$ cat config.mk
export PLATFORM = sky130hd
export DESIGN_NAME = mux4_rr_arbiter_flat
export DESIGN_NICKNAME = d
export VERILOG_FILES = /design/src/rtl/mux4_rr_arbiter_if.sv /design/src/rtl/mux4_rr_arbiter.sv /design/src/flat_wrapper.sv
export SDC_FILE = /design/constraint.sdc
export NUM_CORES = 1
export LEC_CHECK = 0
export ABC_AREA = 1
export BUFFER_PORTS_ARGS = -buffer_cell sky130_fd_sc_hd__buf_2
export CAP_MARGIN = 10
export CORE_MARGIN = 2
export CORE_UTILIZATION = 40
export DETAILED_ROUTE_END_ITERATION = 16
export HOLD_SLACK_MARGIN = 0.03
export RECOVER_POWER = 25
export SETUP_SLACK_MARGIN = 0.02
export SYNTH_ARGS = -nofsm -noshare
export SYNTH_HDL_FRONTEND = slang
export SYNTH_SLANG_ARGS = --single-unit
$ cat constraint.sdc
create_clock -name clk -period 2.3 [get_ports clk]
set_clock_uncertainty 0.1 [all_clocks]
set_input_delay 0.115 -clock clk [delete_from_list [all_inputs] [get_ports clk]]
set_output_delay 0.115 -clock clk [all_outputs]
set_load 0.02 [all_outputs]
$ cat src/rtl/mux4_rr_arbiter_if.sv
// Bundle of request, data and grant signals shared between the
// requesters (master side) and the round-robin arbiter (slave side).
interface mux4_rr_arbiter_if;
   logic [3:0] req;
   logic [3:0] in;
   logic [3:0] gnt;
   logic [1:0] sel;
   logic       valid;
   logic       out;

   modport master (
      output req,
      output in,
      input  gnt,
      input  sel,
      input  valid,
      input  out
   );

   modport slave (
      input  req,
      input  in,
      output gnt,
      output sel,
      output valid,
      output out
   );
endinterface

$ cat src/rtl/mux4_rr_arbiter.sv
// Round-robin arbiter owning the select of a shared 4-to-1 bit mux.
// One requester is granted at a time. Priority rotates past each new
// winner. Handover to the next requester happens in the same edge as
// the release, so there is no idle gap.
// Optional burst limit: define MUX_ARB_BURST_LIMIT_EN to force
// re-arbitration after MAX_BURST consecutive grant cycles.
module mux4_rr_arbiter #(
   parameter int MAX_BURST = 4,
   parameter int CNT_W     = $clog2(MAX_BURST + 1)
) (
   input  logic             clk,
   input  logic             rst,
   mux4_rr_arbiter_if.slave bus
);

   typedef enum logic {
      IDLE = 1'b0,
      BUSY = 1'b1
   } state_t;

   state_t     state_reg, state_next;
   logic [1:0] ptr_reg, ptr_next;
   logic [1:0] sel_reg, sel_next;
   logic [3:0] gnt_reg, gnt_next;
   logic       valid_reg, valid_next;

   logic [1:0] arb_start;
   logic [3:0] rot_req;
   logic       win_found;
   logic [1:0] win_off;
   logic [1:0] win_idx;
   logic       rearb;
   logic       grant_new;
   logic       burst_expire;

   // Reject parameter sets the counter cannot represent.
   if (MAX_BURST < 1 || MAX_BURST > 255 || CNT_W < $clog2(MAX_BURST + 1)) begin : g_bad_cfg
      $error("mux4_rr_arbiter: MAX_BURST must be 1..255 and CNT_W wide enough to hold it");
   end

   // A forced rotation scans from the holder's successor, so the holder
   // itself is looked at last. Otherwise scanning starts at the pointer.
   assign arb_start = burst_expire ? (sel_reg + 2'd1) : ptr_reg;

   // Rotate the request vector so that bit 0 is the highest-priority index.
   for (genvar gi = 0; gi < 4; gi++) begin : g_rot
      assign rot_req[gi] = bus.req[arb_start + 2'(gi)];
   end

   // Fixed-priority pick on the rotated vector, mapped back to an index.
   always_comb begin
      win_off = 2'd0;
      if (rot_req[0]) begin
         win_off = 2'd0;
      end else if (rot_req[1]) begin
         win_off = 2'd1;
      end else if (rot_req[2]) begin
         win_off = 2'd2;
      end else begin
         win_off = 2'd3;
      end
   end

   assign win_found = |rot_req;
   assign win_idx   = arb_start + win_off;

`ifdef MUX_ARB_BURST_LIMIT_EN
   localparam logic [CNT_W-1:0] CNT_LAST = CNT_W'(MAX_BURST - 1);

   logic [CNT_W-1:0] cnt_reg, cnt_next;

   // The holder has used its last allowed cycle and still wants more.
   assign burst_expire = (state_reg == BUSY) && bus.req[sel_reg] && (cnt_reg == CNT_LAST);

   // Count cycles of the current grant; restart on every new grant,
   // including a forced rotation that the holder re-wins.
   always_comb begin
      cnt_next = cnt_reg;
      if (grant_new) begin
         cnt_next = '0;
      end else if (state_reg == BUSY && bus.req[sel_reg]) begin
         cnt_next = cnt_reg + 1'b1;
      end
   end

   // Burst counter register.
   always_ff @(posedge clk) begin
      if (rst) begin
         cnt_reg <= '0;
      end else begin
         cnt_reg <= cnt_next;
      end
   end
`else
   assign burst_expire = 1'b0;
`endif

   // Next-state and grant decision: arbitrate when idle, on release, or
   // on burst expiry; otherwise keep the current grant.
   always_comb begin
      state_next = state_reg;
      ptr_next   = ptr_reg;
      sel_next   = sel_reg;
      gnt_next   = gnt_reg;
      rearb      = 1'b0;
      grant_new  = 1'b0;

      case (state_reg)
         IDLE: begin
            gnt_next = '0;
            rearb    = 1'b1;
         end
         BUSY: begin
            if (!bus.req[sel_reg] || burst_expire) begin
               rearb = 1'b1;
            end
         end
         default: begin
            state_next = IDLE;
            gnt_next   = '0;
         end
      endcase

      if (rearb) begin
         if (win_found) begin
            state_next = BUSY;
            gnt_next   = 4'b0001 << win_idx;
            sel_next   = win_idx;
            ptr_next   = win_idx + 2'd1;
            grant_new  = 1'b1;
         end else begin
            state_next = IDLE;
            gnt_next   = '0;
         end
      end

      valid_next = |gnt_next;
   end

   // State, pointer and registered outputs.
   always_ff @(posedge clk) begin
      if (rst) begin
         state_reg <= IDLE;
         ptr_reg   <= 2'd0;
         sel_reg   <= 2'd0;
         gnt_reg   <= 4'd0;
         valid_reg <= 1'b0;
      end else begin
         state_reg <= state_next;
         ptr_reg   <= ptr_next;
         sel_reg   <= sel_next;
         gnt_reg   <= gnt_next;
         valid_reg <= valid_next;
      end
   end

   assign bus.gnt   = gnt_reg;
   assign bus.sel   = sel_reg;
   assign bus.valid = valid_reg;
   assign bus.out   = valid_reg ? bus.in[sel_reg] : 1'b0;

endmodule

$ cat src/flat_wrapper.sv
// flat-port wrapper written by rule: the top's interface ports become plain ports
module mux4_rr_arbiter_flat 
#(
   parameter int MAX_BURST = 4,
   parameter int CNT_W     = $clog2(MAX_BURST + 1)
)
  (clk, rst, bus_req, bus_in, bus_gnt, bus_sel, bus_valid, bus_out);
  mux4_rr_arbiter_if bus_i ();
  input  logic clk;
  input  logic rst;
  input wire logic [$bits(bus_i.req)-1:0] bus_req;
  input wire logic [$bits(bus_i.in)-1:0] bus_in;
  output wire logic [$bits(bus_i.gnt)-1:0] bus_gnt;
  output wire logic [$bits(bus_i.sel)-1:0] bus_sel;
  output wire logic [$bits(bus_i.valid)-1:0] bus_valid;
  output wire logic [$bits(bus_i.out)-1:0] bus_out;
  assign bus_i.req = bus_req;
  assign bus_i.in = bus_in;
  assign bus_gnt = bus_i.gnt;
  assign bus_sel = bus_i.sel;
  assign bus_valid = bus_i.valid;
  assign bus_out = bus_i.out;
  mux4_rr_arbiter #(.MAX_BURST(MAX_BURST), .CNT_W(CNT_W)) u_core (.clk(clk), .rst(rst), .bus(bus_i));
endmodule
==> run summary, run 1 <==
Net count, final: 155
Gate Count Post-Synth: 123
TritonCTS clock tree: yes
setup TNS: 0 ps
PD cells: 1550 mW/mm^2
clk root buf: clkbuf_4
Synth Net Count: 134
share of flip-flops with an asynchronous set or reset: 0%
vias per cell: 4.71
vias: 791
Worst EP arrival: 2080 ps
Tot Pwr: 0.00137 W
layout cells sized above 1: 28.7%
CP max FO: 7
Seq cells post-synth: 10
die area: 0.00222 mm^2
endpoints failing setup: 0
crit path capture type: flip-flop
port bufs: 17
Hold Vio Cnt, Final: 0
drt total wl: 1600 um
outcome: completed
initial antenna violation count: 0
Post-Syn Area: 744 um^2
Fill cells: 186
RSZ-0062 raised after global routing: no
Die H: 47.1 um
count leader, synth: nand2_1
Tot GR Track Use: 17.1%
dpl ws: 209 ps
Largest register FFs: 4
Slew Limit Fails: 0
DR WL/cell: 9.54 um
Tcrit/Tclk final: 87.4%
number of remaining DRC errors: 0
sequential area share after synthesis: 26.9%
first-pass detailed-route iteration total: 4
buffer depth of the longest clock path: 2
post-layout util: 50.7%
Tightest Hold Check Type: primary input to flip-flop
worst relative slew slack: 81.9%
First DRT Iteration DRCs: 13
min Tclk post-route: 2010 ps
vias in the first global route: 644
Post-synth EDFFs: 0
global-route wire length before repair: 2630 um
clock latency on the worst-skew pair: 280 ps
top-area cell type share of the netlist area: 26.9%
core area: 0.00175 mm^2
Ant. Diodes: 0
Worst Path Required: 2370 ps
row cnt: 15
clk slew on worst S/H paths: 70 ps
I/O pins: 18
Critical Path Start Type: flip-flop
H-Tree Depth: 1
Initial Utilization: 42.7%
pin count of the biggest net entering global routing: 12
final worst setup slack: 289 ps
worst slew pin tran: 271 ps
Die Wd: 47.1 um
Detail Placement HPWL: 1260 um
Synth warnings: 0
GPL Wtd Cong: 0.770
P_leak: 0.482 nW
Layout area overhead: 18.8%
dominant cells by area after synthesis: dfxtp_1 (27%), nand2_1 (24%), nand2_2 (10%)
max-cap violations: 0
Distinct cells, synth: 19
clock sinks: 10
VDD IR max: 0.714 mV
Setup CP Type: flip-flop to flip-flop
dominant cell type by area after synthesis: dfxtp_1
Post-DRT Antenna Nets: 0
synth cell count leaders: nand2_1 (47), inv_1 (12), nand2_2 (12)
total CTS buffers: 3
Overflow after GRT: 0
Primary FF master, synth: dfxtp_1
FMAX: 0.497 GHz
syn avg cell area: 6.05 um^2
-- worst max-delay path, stage by stage (launching register included) --
cell,delay [ps]
dfxtp_1,480
inv_2,110
nand2_2,80
nand2_2,60
nand2_1,70
nand2_2,70
a21oi_1,130
ha_1,230
inv_1,80
nand3_1,100
nand2_2,90
nand2_2,90
nand2_2,50
nor2_2,110
a21oi_2,60
-- worst paths after layout --
path | startpoint | to | slack (ps) | cells after the start
worst min-delay path | bus_req[1] | u_core.state_reg | 290 | 7
worst min register to register | u_core.bus.gnt[3] | u_core.bus.gnt[3] | 390 | 2
worst max-delay path | u_core.arb_start[1] | u_core.bus.valid | 290 | 14
worst max register to register | u_core.arb_start[1] | u_core.bus.valid | 290 | 14
-- final cells by class --
cell class                      count  area, um^2  area share (%)
Clock buffer                        4        36.3            4.10
Timing Repair Buffer               18        90.1            10.2
Multi-Input combinational cell     96         464            52.5
Inverter                           15        61.3            6.93
Sequential cell                    10         201            22.8
Tap cell                           25        31.3            3.54
-- placed cells by master (no fill, tap or decap), drive strengths merged --
cell type | Yosys | routed
a21oi | 10 | 10
a21boi | 1 | 1
o21ai | 6 | 6
nand2 | 60 | 60
dlygate4sd3 | 0 | 1
ha | 1 | 1
dfxtp | 10 | 10
clkbuf | 0 | 8
buf | 2 | 13
nor2 | 10 | 10
inv | 15 | 15
a211oi | 2 | 2
nand3 | 6 | 6
-- kinds of logic after synthesis --
kind of cell	Yosys count	synth area share [%]
AND/OR/NAND/NOR	76	46.4
flip-flops	10	26.9
AO/OA/AOI/OAI	19	14.3
buffers and inverters	17	10.8
adder cells (fa/ha/maj)	1	1.68
-- metal layers --
layer	share of wire (%)	vias up	global-route usage [%]	wire length, um
met4	3.9	0	12.2	63
met3	4.1	7	2.69	65
li1	-	425	-	-
met1	49	342	22.1	785
met2	43	17	25.8	689
met5	0	-	0	0
-- power by group --
group / switching (W) / internal [W] / total, W
Clock: 0.0000696 / 0.0000965 / 0.000166
Sequential: 0.0000669 / 0.000246 / 0.000313
Combinational: 0.000581 / 0.000308 / 0.000889
Total: 0.000718 / 0.000650 / 0.00137
-- through the flow --
stage | cell area, um^2 | hold WS [ps] | cells
floorplan | 744 | 229 | 123
global placement | 842 | 310 | 163
detailed placement | 842 | 317 | 163
CTS | 888 | 305 | 168
global route | 885 | 361 | 168
finish | 885 | 287 | 168
-- what timing repair did --
item / 4_1_cts / 5_1_grt
gates resized for setup: 0 / 1
setup buffers: 0 / 0
hold buffers: 1 / 0
endpoints found under the hold margin: 1 / 0
endpoints found under the setup margin: 0 / 1
Power figures use the tool's default switching activity.
==> inputs of run 2 (changes only) <==
==> constraint.sdc (replaced) <==
create_clock -name clk -period 2.3 [get_ports clk]
set_clock_uncertainty 0.1 [all_clocks]
set_input_delay 0.46 -clock clk [delete_from_list [all_inputs] [get_ports clk]]
set_output_delay 0.46 -clock clk [all_outputs]
set_load 0.02 [all_outputs]
==> run summary, run 2 (synthesis results as in run 1) <==
outcome: completed
Tightest Hold Check Type: primary input to flip-flop
Fill cells: 187
Tot GR Track Use: 17.1%
RSZ-0062 raised after global routing: no
clk root buf: clkbuf_4
Initial Utilization: 42.7%
hold path depth: 2
min Tclk post-route: 2010 ps
core area: 0.00175 mm^2
worst relative slew slack: 81.9%
PD cells: 1560 mW/mm^2
Critical Path Start Type: flip-flop
drt total wl: 1600 um
CP max FO: 7
vias in the first global route: 644
die area: 0.00222 mm^2
Worst EP arrival: 2080 ps
vias per cell: 4.70
H-Tree Depth: 1
Hold Vio Cnt, Final: 0
Ant. Diodes: 0
buffer depth of the longest clock path: 2
initial antenna violation count: 0
Setup CP Type: flip-flop to flip-flop
TritonCTS clock tree: yes
Slew Limit Fails: 0
number of remaining DRC errors: 0
Tot Pwr: 0.00137 W
global-route wire length before repair: 2630 um
I/O pins: 18
Net count, final: 154
post-layout util: 50.2%
DR WL/cell: 9.60 um
Layout area overhead: 17.6%
CTS Hold Buffers Added: 0
GPL Wtd Cong: 0.770
VDD IR max: 0.714 mV
Tcrit/Tclk final: 87.4%
Worst Path Required: 2370 ps
pin count of the biggest net entering global routing: 12
clock sinks: 10
setup TNS: 0 ps
crit path capture type: flip-flop
Detail Placement HPWL: 1260 um
vias: 785
most common cell after layout, fill and taps aside: nand2_1
First DRT Iteration DRCs: 14
P_leak: 0.482 nW
first-pass detailed-route iteration total: 4
layout cells sized above 1: 29.6%
reg2reg path depth: 14
worst slew pin tran: 271 ps
fin area: 876 um^2
endpoints failing setup: 0
clock latency on the worst-skew pair: 280 ps
Die H: 47.1 um
highest-count cells in the layout ignoring fill and taps: nand2_1 (47), buf_2 (14), nand2_2 (12), inv_1 (12)
Post-DRT Antenna Nets: 0
port bufs: 17
row cnt: 15
clk slew on worst S/H paths: 70 ps
max-cap violations: 0
Largest register FFs: 4
register area: 201 um^2
Die Wd: 47.1 um
total CTS buffers: 3
placed cell areas: 842 um^2
Overflow after GRT: 0
FMAX: 0.497 GHz
area of the multi-input gates: 464 um^2
==> run 2: through the flow <==
stage	setup WS, ps	std cells	hold WS [ps]
after floorplan	506	123	463
after global placement	257	163	373
after detailed placement	209	163	380
after CTS	186	167	372
after global routing	166	167	383
final	289	167	364
==> run 2: final timing paths <==
kind	from	endpoint	slack, ps
worst max-delay path	u_core.arb_start[1]	u_core.bus.valid	290
worst min-delay path	rst	u_core.bus.valid	360
worst max register to register	u_core.arb_start[1]	u_core.bus.valid	290
worst min register to register	u_core.bus.gnt[3]	u_core.bus.gnt[3]	390
==> run 2: worst max-delay path, stage by stage, from the launching register on <==
cell,delay (ps)
dfxtp_1,480
inv_2,110
nand2_2,80
nand2_2,60
nand2_1,70
nand2_2,70
a21oi_1,130
ha_1,230
inv_1,80
nand3_1,100
nand2_2,90
nand2_2,90
nand2_2,50
nor2_2,110
a21oi_2,60
==> run 2: power by group <==
group	internal, W	switching, W	leakage (nW)
clock network	0.0000965	0.0000697	0.0210
logic	0.000309	0.000581	0.378
registers	0.000246	0.0000668	0.0830
==> run 2: what timing repair did <==
action / CTS / global route
resized for setup: 0 / 1
buffers inserted: 0 / 0
endpoints found under the setup margin: 0 / 1
==> run 2: final cells by class <==
class / instances / share of cell area (%)
Sequential cell: 10 / 23.0
Inverter: 15 / 7.00
Timing Repair Buffer: 17 / 9.29
Clock buffer: 4 / 4.14
Tap cell: 25 / 3.57
Multi-Input combinational cell: 96 / 53.0
==> run 2: routing by layer <==
layer | wire [um] | global-route usage (%) | part of all wire, % | vias to the layer above
met1 | 782 | 22.1 | 49 | 338
met3 | 69 | 2.69 | 4.3 | 7
met5 | 0 | 0 | 0 | -
met4 | 63 | 12.2 | 3.9 | 0
met2 | 687 | 25.8 | 43 | 17
li1 | - | - | - | 423
